<file path="config.mk">
export PLATFORM = sky130hd
export DESIGN_NAME = sll_walker_flat
export DESIGN_NICKNAME = d
export VERILOG_FILES = /design/src/rtl/sll_walker_if.sv /design/src/rtl/sll_walker.sv /design/src/flat_wrapper.sv
export SDC_FILE = /design/constraint.sdc
export NUM_CORES = 1
export LEC_CHECK = 0
export CORE_MARGIN = 1
export CORE_UTILIZATION = 53
export CTS_BUF_LIST = sky130_fd_sc_hd__clkbuf_4
export CTS_CLUSTER_SIZE = 25
export DETAILED_ROUTE_END_ITERATION = 10
export PLACE_DENSITY = 0.87
export SLEW_MARGIN = 20
export SYNTH_ARGS = -nofsm -noshare
export SYNTH_HDL_FRONTEND = slang
export SYNTH_SLANG_ARGS = --single-unit
</file>
<file path="constraint.sdc">
create_clock -name clk -period 2.9 [get_ports clk]
set_clock_uncertainty 0.2 [all_clocks]
set_input_delay 0.29 -clock clk [delete_from_list [all_inputs] [get_ports clk]]
set_output_delay 0.29 -clock clk [all_outputs]
set_load 0.05 [all_outputs]
</file>
<file path="src/rtl/sll_walker_if.sv">
// sll_walker_if: list command bus plus node-data stream.
// master = walker side, slave = list model / stream sink side.
interface sll_walker_if #(
  parameter int DATA_WIDTH = 8,
  parameter int ADDR_WIDTH = 4
);
  logic [2:0]            ll_op;
  logic                  ll_op_start;
  logic [ADDR_WIDTH-1:0] ll_addr_in;
  logic [DATA_WIDTH-1:0] ll_data_in;
  logic [DATA_WIDTH-1:0] ll_data_out;
  logic                  ll_op_done;
  logic [ADDR_WIDTH-1:0] ll_next_node_addr;
  logic [ADDR_WIDTH-1:0] ll_head;
  logic                  ll_empty;
  logic                  ll_fault;
  logic [DATA_WIDTH-1:0] m_data;
  logic                  m_valid;
  logic                  m_ready;
  logic                  m_last;

  modport master (
    output ll_op, ll_op_start, ll_addr_in, ll_data_in,
    output m_data, m_valid, m_last,
    input  ll_data_out, ll_op_done, ll_next_node_addr,
    input  ll_head, ll_empty, ll_fault, m_ready
  );

  modport slave (
    input  ll_op, ll_op_start, ll_addr_in, ll_data_in,
    input  m_data, m_valid, m_last,
    output ll_data_out, ll_op_done, ll_next_node_addr,
    output ll_head, ll_empty, ll_fault, m_ready
  );
endinterface

</file>
<file path="src/rtl/sll_walker.sv">
// sll_walker: walks a singly linked list from head using Read ops,
// streaming node data (stream mode) or locating a value (find mode).
// Ports: clk, rst (async active-low); start/find_en/find_value in;
// busy/done/found/found_index/count/err out; bus = list cmd + stream.
module sll_walker #(
  parameter int DATA_WIDTH  = 8,
  parameter int MAX_NODE    = 8,
  parameter int TIMEOUT_CYC = 64,
  localparam int ADDR_WIDTH = $clog2(MAX_NODE + 1)
) (
  input  logic                  clk,
  input  logic                  rst,
  input  logic                  start,
  input  logic                  find_en,
  input  logic [DATA_WIDTH-1:0] find_value,
  output logic                  busy,
  output logic                  done,
  output logic                  found,
  output logic [ADDR_WIDTH-1:0] found_index,
  output logic [ADDR_WIDTH-1:0] count,
  output logic                  err,
  sll_walker_if.master          bus
);

  localparam int TW = $clog2(TIMEOUT_CYC + 1);
  localparam logic [ADDR_WIDTH-1:0] ADDR_NULL =
    ADDR_WIDTH'(MAX_NODE + 1);
  localparam logic [ADDR_WIDTH-1:0] MAX_C = ADDR_WIDTH'(MAX_NODE);
  localparam logic [TW-1:0] TMO_LAST = TW'(TIMEOUT_CYC - 1);

  typedef enum logic [2:0] {
    IDLE, ISSUE, WAIT, EMIT, DONE
  } state_t;

  state_t                state, state_n;
  logic [ADDR_WIDTH-1:0] addr, addr_n;
  logic [ADDR_WIDTH-1:0] next_q, next_n;
  logic [ADDR_WIDTH-1:0] cnt, cnt_n, cnt_inc;
  logic [ADDR_WIDTH-1:0] fidx, fidx_n;
  logic [DATA_WIDTH-1:0] data_q, data_n;
  logic [DATA_WIDTH-1:0] fval, fval_n;
  logic [TW-1:0]         tmo, tmo_n;
  logic                  fen, fen_n;
  logic                  found_q, found_n;
  logic                  err_q, err_n;
  logic                  ops_q, ops_n;

  assign cnt_inc = cnt + ADDR_WIDTH'(1);

  always_comb begin
    state_n = state;
    addr_n  = addr;
    next_n  = next_q;
    cnt_n   = cnt;
    fidx_n  = fidx;
    data_n  = data_q;
    fval_n  = fval;
    tmo_n   = tmo;
    fen_n   = fen;
    found_n = found_q;
    err_n   = err_q;
    ops_n   = ops_q;
    unique case (state)
      IDLE: begin
        if (start) begin
          fen_n   = find_en;
          fval_n  = find_value;
          cnt_n   = '0;
          found_n = 1'b0;
          fidx_n  = '0;
          err_n   = 1'b0;
          if (bus.ll_empty) begin
            state_n = DONE;
          end else begin
            addr_n  = bus.ll_head;
            state_n = ISSUE;
          end
        end
      end
      // The strobe is registered, so ISSUE doubles as the
      // mandatory low gap between back-to-back ops.
      ISSUE: begin
        tmo_n   = '0;
        ops_n   = 1'b1;
        state_n = WAIT;
      end
      WAIT: begin
        if (bus.ll_op_done) begin
          ops_n  = 1'b0;
          data_n = bus.ll_data_out;
          next_n = bus.ll_next_node_addr;
          cnt_n  = cnt_inc;
          if (bus.ll_fault) begin
            err_n   = 1'b1;
            state_n = DONE;
          end else if (!fen) begin
            state_n = EMIT;
          end else if (bus.ll_data_out == fval) begin
            found_n = 1'b1;
            fidx_n  = cnt;
            state_n = DONE;
          end else if (bus.ll_next_node_addr == ADDR_NULL) begin
            state_n = DONE;
          end else if (cnt_inc == MAX_C) begin
            err_n   = 1'b1;
            state_n = DONE;
          end else begin
            addr_n  = bus.ll_next_node_addr;
            state_n = ISSUE;
          end
        end else if (tmo == TMO_LAST) begin
          err_n   = 1'b1;
          ops_n   = 1'b0;
          state_n = DONE;
        end else begin
          tmo_n = tmo + TW'(1);
        end
      end
      EMIT: begin
        if (bus.m_ready) begin
          if (next_q == ADDR_NULL) begin
            state_n = DONE;
          end else if (cnt == MAX_C) begin
            err_n   = 1'b1;
            state_n = DONE;
          end else begin
            addr_n  = next_q;
            state_n = ISSUE;
          end
        end
      end
      DONE: state_n = IDLE;
      default: state_n = IDLE;
    endcase
  end

  always_ff @(posedge clk or negedge rst) begin
    if (!rst) begin
      state   <= IDLE;
      addr    <= '0;
      next_q  <= '0;
      cnt     <= '0;
      fidx    <= '0;
      data_q  <= '0;
      fval    <= '0;
      tmo     <= '0;
      fen     <= 1'b0;
      found_q <= 1'b0;
      err_q   <= 1'b0;
      ops_q   <= 1'b0;
    end else begin
      state   <= state_n;
      addr    <= addr_n;
      next_q  <= next_n;
      cnt     <= cnt_n;
      fidx    <= fidx_n;
      data_q  <= data_n;
      fval    <= fval_n;
      tmo     <= tmo_n;
      fen     <= fen_n;
      found_q <= found_n;
      err_q   <= err_n;
      ops_q   <= ops_n;
    end
  end

  assign busy        = (state == ISSUE) || (state == WAIT) ||
                       (state == EMIT);
  assign done        = (state == DONE);
  assign found       = found_q;
  assign found_index = fidx;
  assign count       = cnt;
  assign err         = err_q;

  assign bus.ll_op       = 3'b000;
  assign bus.ll_data_in  = '0;
  assign bus.ll_op_start = ops_q;
  assign bus.ll_addr_in  = addr;
  assign bus.m_valid     = (state == EMIT);
  assign bus.m_data      = data_q;
  assign bus.m_last      = (state == EMIT) && (next_q == ADDR_NULL);

endmodule
</file>
<file path="src/flat_wrapper.sv">
// flat-port wrapper written by rule: the top's interface ports become plain ports
module sll_walker_flat 
#(
  parameter int DATA_WIDTH  = 8,
  parameter int MAX_NODE    = 8,
  parameter int TIMEOUT_CYC = 64,
  localparam int ADDR_WIDTH = $clog2(MAX_NODE + 1)
)
  (clk, rst, start, find_en, find_value, busy, done, found, found_index, count, err, bus_ll_op, bus_ll_op_start, bus_ll_addr_in, bus_ll_data_in, bus_m_data, bus_m_valid, bus_m_last, bus_ll_data_out, bus_ll_op_done, bus_ll_next_node_addr, bus_ll_head, bus_ll_empty, bus_ll_fault, bus_m_ready);
  sll_walker_if #(.DATA_WIDTH(DATA_WIDTH)) bus_i ();
  input  logic clk;
  input  logic rst;
  input  logic start;
  input  logic find_en;
  input  logic [DATA_WIDTH-1:0] find_value;
  output logic busy;
  output logic done;
  output logic found;
  output logic [ADDR_WIDTH-1:0] found_index;
  output logic [ADDR_WIDTH-1:0] count;
  output logic err;
  output wire logic [$bits(bus_i.ll_op)-1:0] bus_ll_op;
  output wire logic [$bits(bus_i.ll_op_start)-1:0] bus_ll_op_start;
  output wire logic [$bits(bus_i.ll_addr_in)-1:0] bus_ll_addr_in;
  output wire logic [$bits(bus_i.ll_data_in)-1:0] bus_ll_data_in;
  output wire logic [$bits(bus_i.m_data)-1:0] bus_m_data;
  output wire logic [$bits(bus_i.m_valid)-1:0] bus_m_valid;
  output wire logic [$bits(bus_i.m_last)-1:0] bus_m_last;
  input wire logic [$bits(bus_i.ll_data_out)-1:0] bus_ll_data_out;
  input wire logic [$bits(bus_i.ll_op_done)-1:0] bus_ll_op_done;
  input wire logic [$bits(bus_i.ll_next_node_addr)-1:0] bus_ll_next_node_addr;
  input wire logic [$bits(bus_i.ll_head)-1:0] bus_ll_head;
  input wire logic [$bits(bus_i.ll_empty)-1:0] bus_ll_empty;
  input wire logic [$bits(bus_i.ll_fault)-1:0] bus_ll_fault;
  input wire logic [$bits(bus_i.m_ready)-1:0] bus_m_ready;
  assign bus_ll_op = bus_i.ll_op;
  assign bus_ll_op_start = bus_i.ll_op_start;
  assign bus_ll_addr_in = bus_i.ll_addr_in;
  assign bus_ll_data_in = bus_i.ll_data_in;
  assign bus_m_data = bus_i.m_data;
  assign bus_m_valid = bus_i.m_valid;
  assign bus_m_last = bus_i.m_last;
  assign bus_i.ll_data_out = bus_ll_data_out;
  assign bus_i.ll_op_done = bus_ll_op_done;
  assign bus_i.ll_next_node_addr = bus_ll_next_node_addr;
  assign bus_i.ll_head = bus_ll_head;
  assign bus_i.ll_empty = bus_ll_empty;
  assign bus_i.ll_fault = bus_ll_fault;
  assign bus_i.m_ready = bus_m_ready;
  sll_walker #(.DATA_WIDTH(DATA_WIDTH), .MAX_NODE(MAX_NODE), .TIMEOUT_CYC(TIMEOUT_CYC)) u_core (.clk(clk), .rst(rst), .start(start), .find_en(find_en), .find_value(find_value), .busy(busy), .done(done), .found(found), .found_index(found_index), .count(count), .err(err), .bus(bus_i));
endmodule
</file>
* Word level (Yosys, flattened, before mapping)
Index checks and enable logic that the tools add are counted.
Widths: inputs -> output; s select.
** Cells by class
- Multiplexer cells :: 56
- Add/sub/neg operators :: 2
- Reduce and logical (&&, ||, !) cells :: 16
- Equal/unequal tests :: 30
** Operators with widths (count)
- $mux 4 :: 17
- $mux 3 :: 12
- $ne 2x2->1 const B :: 11
- $mux 1 :: 17
- $eq 4x4->1 const B :: 4
- $pmux 4 s2 :: 2
- $mux 7 :: 2
- $pmux 7 s2 :: 1
- $pmux 3 s4 :: 1
- $pmux 4 s3 :: 1
- $reduce_and 12->1 :: 1
- $reduce_and 10->1 :: 1
- $reduce_and 3->1 :: 3
- $eq 8x8->1 :: 1
- $ne 2x1->1 const B :: 4
- $ne 4x3->1 const B :: 2
- $ne 4x4->1 const B :: 2
- $add 7x1->7 const B :: 1
- $eq 7x6->1 const B :: 1
- $eq 3x2->1 const B :: 2
- $reduce_and 2->1 :: 3
- $reduce_and 6->1 :: 1
- $add 4x1->4 const B :: 1
- $pmux 1 s2 :: 2
- 9 further kinds :: 11
** Storage, ports and cells
- Bits in registers :: 46
- Bits of input ports :: 32
- Word-level logic and storage cells :: 116
- Output and inout port bits :: 38

* Depth between registers and ports, before layout
- Word-level depth :: 9
- Depth in mapped cells :: 8
- Depth with buffers taken out :: 7

* Worst setup path before layout
No wires, ideal clock.
- Path type :: register to register
- From :: register u_core.cnt[0], in the netlist u_core.count[0]
- To :: register u_core.addr[0], in the netlist u_core.bus.ll_addr_in[0]
- Data required time :: 2.575 ns
- Period minus slack after synthesis :: 2.219 ns
- Cell stages (with the launch flop) :: 8
- Buffers on the path :: 0
- Setup slack :: 0.681 ns
- Arrival time :: 1.895 ns
- Setup time :: 0.125 ns
- Cells stage by stage :: dfrtp_1 -> inv_1 -> ha_1 -> nand3b_1 -> nand2_1 -> a221oi_1 -> o21ai_2 -> mux2_2
** On the way
- Cells in the longest elaborated chain, start to end :: 4
- Elaborated cells on any way between the ends :: 6
- Classes of those cells :: add/sub: 1; eq/ne: 4; reduce/logical: 1
** Ends and longest elaborated chain
- start: declaration :: line sll_walker.sv:38 : logic [ADDR_WIDTH-1:0] cnt, cnt_n, cnt_inc;
- start signal: assignment :: line sll_walker.sv:155 : cnt <= cnt_n;
- $add 4x1->4 :: line sll_walker.sv:48 : assign cnt_inc = cnt + ADDR_WIDTH'(1);
- $eq 4x4->1 :: line sll_walker.sv:104 : end else if (cnt_inc == MAX_C) begin
- $ne 2x2->1 (no source line)
- $reduce_and 12->1 (no source line) *
- end signal: assignment :: line sll_walker.sv:153 : addr <= addr_n;
- end: declaration :: line sll_walker.sv:36 : logic [ADDR_WIDTH-1:0] addr, addr_n;
Every way passes the cells marked *; elsewhere a longest branch is shown, timed or not.
A chain may end at the register's enable or synchronous reset.

* Worst setup path in the final report
- From :: register u_core.state[0]
- To :: output port bus_m_last
** On the way
- Cells in the longest elaborated chain, start to end :: 2
** Ends and longest elaborated chain
- start: declaration :: line sll_walker.sv:35 : state_t state, state_n;
- start signal: assignment :: line sll_walker.sv:152 : state <= state_n;
- $eq 3x2->1 :: line sll_walker.sv:181 : assign bus.m_last = (state == EMIT) && (next_q == ADDR_NULL);
- $logic_and 1x1->1 :: line sll_walker.sv:181
- end: declaration :: line flat_wrapper.sv:28 : output wire logic [$bits(bus_i.m_last)-1:0] bus_m_last;
Every way passes these cells.

==> summary.md <==
| Metric | Value |
|---|---|
| Max Transition Viols Final | `0` |
| Internal power contribution | `1.694 mW` |
| H-Tree Depth | `2` |
| Post-CTS Setup Bufs | `0` |
| Number of synthesized register bits | `46` |
| Transition time of the tightest slew-check pin | `0.6473 ns` |
| Total number of yosys warnings | `0` |
| Unique cell type count in the Yosys netlist | `45` |
| Total wire length | `5.343 mm` |
| Longest Clk Path Bufs | `2` |
| Number of enable flip-flop cells after synthesis | `0` |
| Via count of the first global-routing pass | `1,865` |
| Post-DP Area | `3078 µm²` |
| Area delta synth->final | `28.15%` |
| Count of inserted antenna diode cells | `0` |
| Net count, final | `352` |
| Clk_lat worst skew | `0.37 ns` |
| Post-placement worst setup slack | `0.2728 ns` |
| Share of post-route cells with drive strength above 1 | `0.1195` |
| Initial antenna violation count | `0` |
| Standby leakage power | `1.426 nW` |
| Post-cts gate resize count | `0` |
| Die Y-Extent | `70.35 µm` |
| Most common flop cell mapped by yosys | `sky130_fd_sc_hd__dfrtp_1` |
| Gate Count Post-Synth | `255` |
| Starting density of the core | `0.5609` |
| Achievable frequency | `364.8 MHz` |
| Part of the cycle the worst path needs | `0.9454` |
| Unrepaired setup endpoints after global routing | `false` |
| TritonRoute pass-1 iters | `4` |
| Type of element launching the critical path | `flip-flop` |
| Top-Level Pins | `70` |
| Mapped Area | `2476 µm²` |
| Setup violation total in the final timing report | `0` |
| CTS tree | `yes` |
| Final setup margin | `0.1584 ns` |
| Logic pwr share | `0.513` |
| CTS Sinks | `46` |
| Area of the placeable core | `4414 µm²` |
| Die Footprint | `4949 µm²` |
| IO Port Bufs | `58` |
| Average via count per standard cell | `5.373` |
| Pin count of the biggest net entering global routing | `47` |
| All-Layer GR Usage | `0.2287` |
| Worst rel slew slack | `0.5671` |
| Clock root cell | `sky130_fd_sc_hd__clkbuf_4` |
| Shortest period the worst path allows | `2.742 ns` |
| Fin. Hold Viols | `0` |
| Die width | `70.35 µm` |
| Arrival time of data at the critical path endpoint | `2.25 ns` |
| Worst vdd rail ir drop | `0.5901 mV` |
| CTS buffer count | `5` |
| Antenna Nets Post-Route | `0` |
| Dpl hpwl | `3.938 mm` |
| Post-route setup TNS | `0 ns` |
| Final design instance area without fill | `3173 µm²` |
| Worst EP required | `2.41 ns` |
| Average detailed-routed wire length per instance | `14.44 µm` |
| Power spent charging and discharging nets | `1.375 mW` |
| Clk slew on worst S/H paths | `0.13 ns` |
| Ys async rst share | `1.000` |
| Maximum Capacitance Violations | `0` |
| Proportion of total power due to net switching | `0.4480` |
| Global placer's final weighted congestion | `0.8531` |
| Minimum hold slack | `0.2335 ns` |
| Per-instance average area after synthesis | `9.710 µm²` |
| Remaining global-route overflow | `0` |
| Power density over cell area | `967.1 nW/µm²` |
| Worst min path class | `input port to flip-flop` |
| Std-Cell Rows | `24` |
| Portion of total power attributed to sequential cells | `0.355` |
| Global-route wire length before repair | `8.797 mm` |
| Maximum fanout along the worst path | `12` |
| Detailed Route Iter0 Violations | `208` |
| Seq/Total Area, Yosys | `0.4649` |
| Number of vias in the routed layout | `1,988` |
| Result of the run | `finished, final reports clean` |
| Clock network power share | `0.132` |
| Classification of the worst setup path | `flip-flop to output port` |
| Detailed-route DRC error count | `0` |
| Endpoint class of the critical path | `output port` |
[per-stage QoR]
| step | power [mW] | util | instances |
|---|---|---|---|
| final | 3.068 | 0.7188 | 370 |
| after global routing | 3.249 | 0.7188 | 370 |
| after global placement | 2.624 | 0.6973 | 361 |
| after floorplan | 2.177 | - | 265 |
| after detailed placement | 2.671 | 0.6973 | 361 |
| after CTS | 3.083 | 0.7183 | 370 |
[path summary, 6_finish.rpt]
path                            startpoint        endpoint  slack, ns  cells past startpoint
setup / recovery           u_core.state[0]      bus_m_last       0.16                      3
max in group asynchronous              rst  u_core.fval[7]       1.86                      2
hold / removal               find_value[3]  u_core.fval[3]       0.23                      3
hold reg to reg               u_core.found    u_core.found       0.29                      2
min in group asynchronous              rst   u_core.tmo[4]       0.24                      2
setup reg to reg           u_core.state[1]   u_core.tmo[4]       0.54                      5
[timing repair]
| action | 4_1_cts | 5_1_grt |
|---|---|---|
| hold buffers | 1 | 0 |
| endpoints found under the setup margin | 0 | 0 |
| endpoints found under the hold margin | 46 | 0 |
[cell type report]
| type | instances | area, µm² |
|---|---|---|
| clock buffers | 7 | 52.55 |
| fillers | 348 | 1241 |
| repair buffers | 65 | 633.1 |
| multi-input cells | 189 | 1204 |
| inverters | 10 | 37.54 |
| well taps | 52 | 65.06 |
| clock inverters | 1 | 30.03 |
| flip-flops and latches | 46 | 1151 |
[critical path, cell delays in order (launching register included)]
cell and delay, ns:
sky130_fd_sc_hd__dfrtp_1 0.69, sky130_fd_sc_hd__nand3b_1 0.23, sky130_fd_sc_hd__nor2_1 0.14, sky130_fd_sc_hd__clkdlybuf4s50_1 0.83
[sequential cells by signal (all words and copies together), names as in the netlist]
register,count
u_core.next_q,4
u_core.bus.ll_addr_in,4
u_core.bus.ll_op_start,1
u_core.bus.m_data,8
u_core.found,1
u_core.tmo,7
u_core.count,4
u_core.state,3
u_core.fen,1
u_core.found_index,4
u_core.err,1
u_core.fval,8
[synthesized netlist by cell type (all sizes together) (4+ instances only)]
cell     n  share of area
clkbuf   5         0.0076
nand2   52          0.079
buf     15          0.044
mux2i    8          0.032
a211oi   4          0.014
a21oi    4         0.0081
mux2    16          0.073
nor3     4         0.0081
nand2b   4          0.010
nand3    4         0.0081
and2     4          0.010
nor2    16          0.024
o21ai   11          0.024
dfrtp   46           0.46
inv     10          0.015
xor2     9          0.032
nand3b   4          0.012
[cells in the final DEF, fill, tap and decap left out, types with 4 or more instances in the layout]
| cell | instances |
|---|---|
| sky130_fd_sc_hd__xor2_1 | 9 |
| sky130_fd_sc_hd__inv_1 | 10 |
| sky130_fd_sc_hd__clkdlybuf4s50_1 | 57 |
| sky130_fd_sc_hd__dfrtp_1 | 46 |
| sky130_fd_sc_hd__clkbuf_4 | 7 |
| sky130_fd_sc_hd__nor3_1 | 4 |
| sky130_fd_sc_hd__nand3_1 | 4 |
| sky130_fd_sc_hd__nand3b_1 | 4 |
| sky130_fd_sc_hd__buf_4 | 7 |
| sky130_fd_sc_hd__a21oi_1 | 4 |
| sky130_fd_sc_hd__o21ai_0 | 10 |
| sky130_fd_sc_hd__nand2b_1 | 4 |
| sky130_fd_sc_hd__mux2_2 | 16 |
| sky130_fd_sc_hd__nand2_1 | 52 |
| sky130_fd_sc_hd__and2_1 | 4 |
| sky130_fd_sc_hd__mux2i_1 | 8 |
| sky130_fd_sc_hd__conb_1 | 11 |
| sky130_fd_sc_hd__nor2_1 | 16 |
[per-layer routing]
layer  vias to the layer above  part of all wire  GRT usage  wire length (µm)
li1                        979                 -          -                 -
met4                         0             0.017    0.08667                90
met2                        70              0.47     0.3534              2518
met3                         9             0.068    0.07359               361
met5                         -                 0          0                 0
met1                       930              0.44     0.2989              2372
[power by group through the flow]
stage                     Combinational (mW)  Sequential [mW]  Clock, mW
after CTS                               1.58             1.09      0.415
final                                   1.57             1.09      0.405
after global placement                  1.54             1.09          0
after global routing                    1.69             1.12      0.440
after floorplan                        0.765             1.41          0
after detailed placement                1.58             1.10          0
[kinds of logic (layout without fill, tap and decap cells)]
group | after synthesis | after routing | synth area share
AO/OA/AOI/OAI | 39 | 39 | 0.1137
flip-flops | 46 | 46 | 0.4649
AND/OR/NAND/NOR | 100 | 100 | 0.1905
XOR/XNOR | 12 | 12 | 0.04245
other | 1 | 11 | 0.001514
multiplexers | 24 | 24 | 0.1051
buffers and inverters | 30 | 83 | 0.06670
adder cells (fa/ha/maj) | 3 | 3 | 0.01516
No activity file was read; power rests on OpenSTA's default activity.
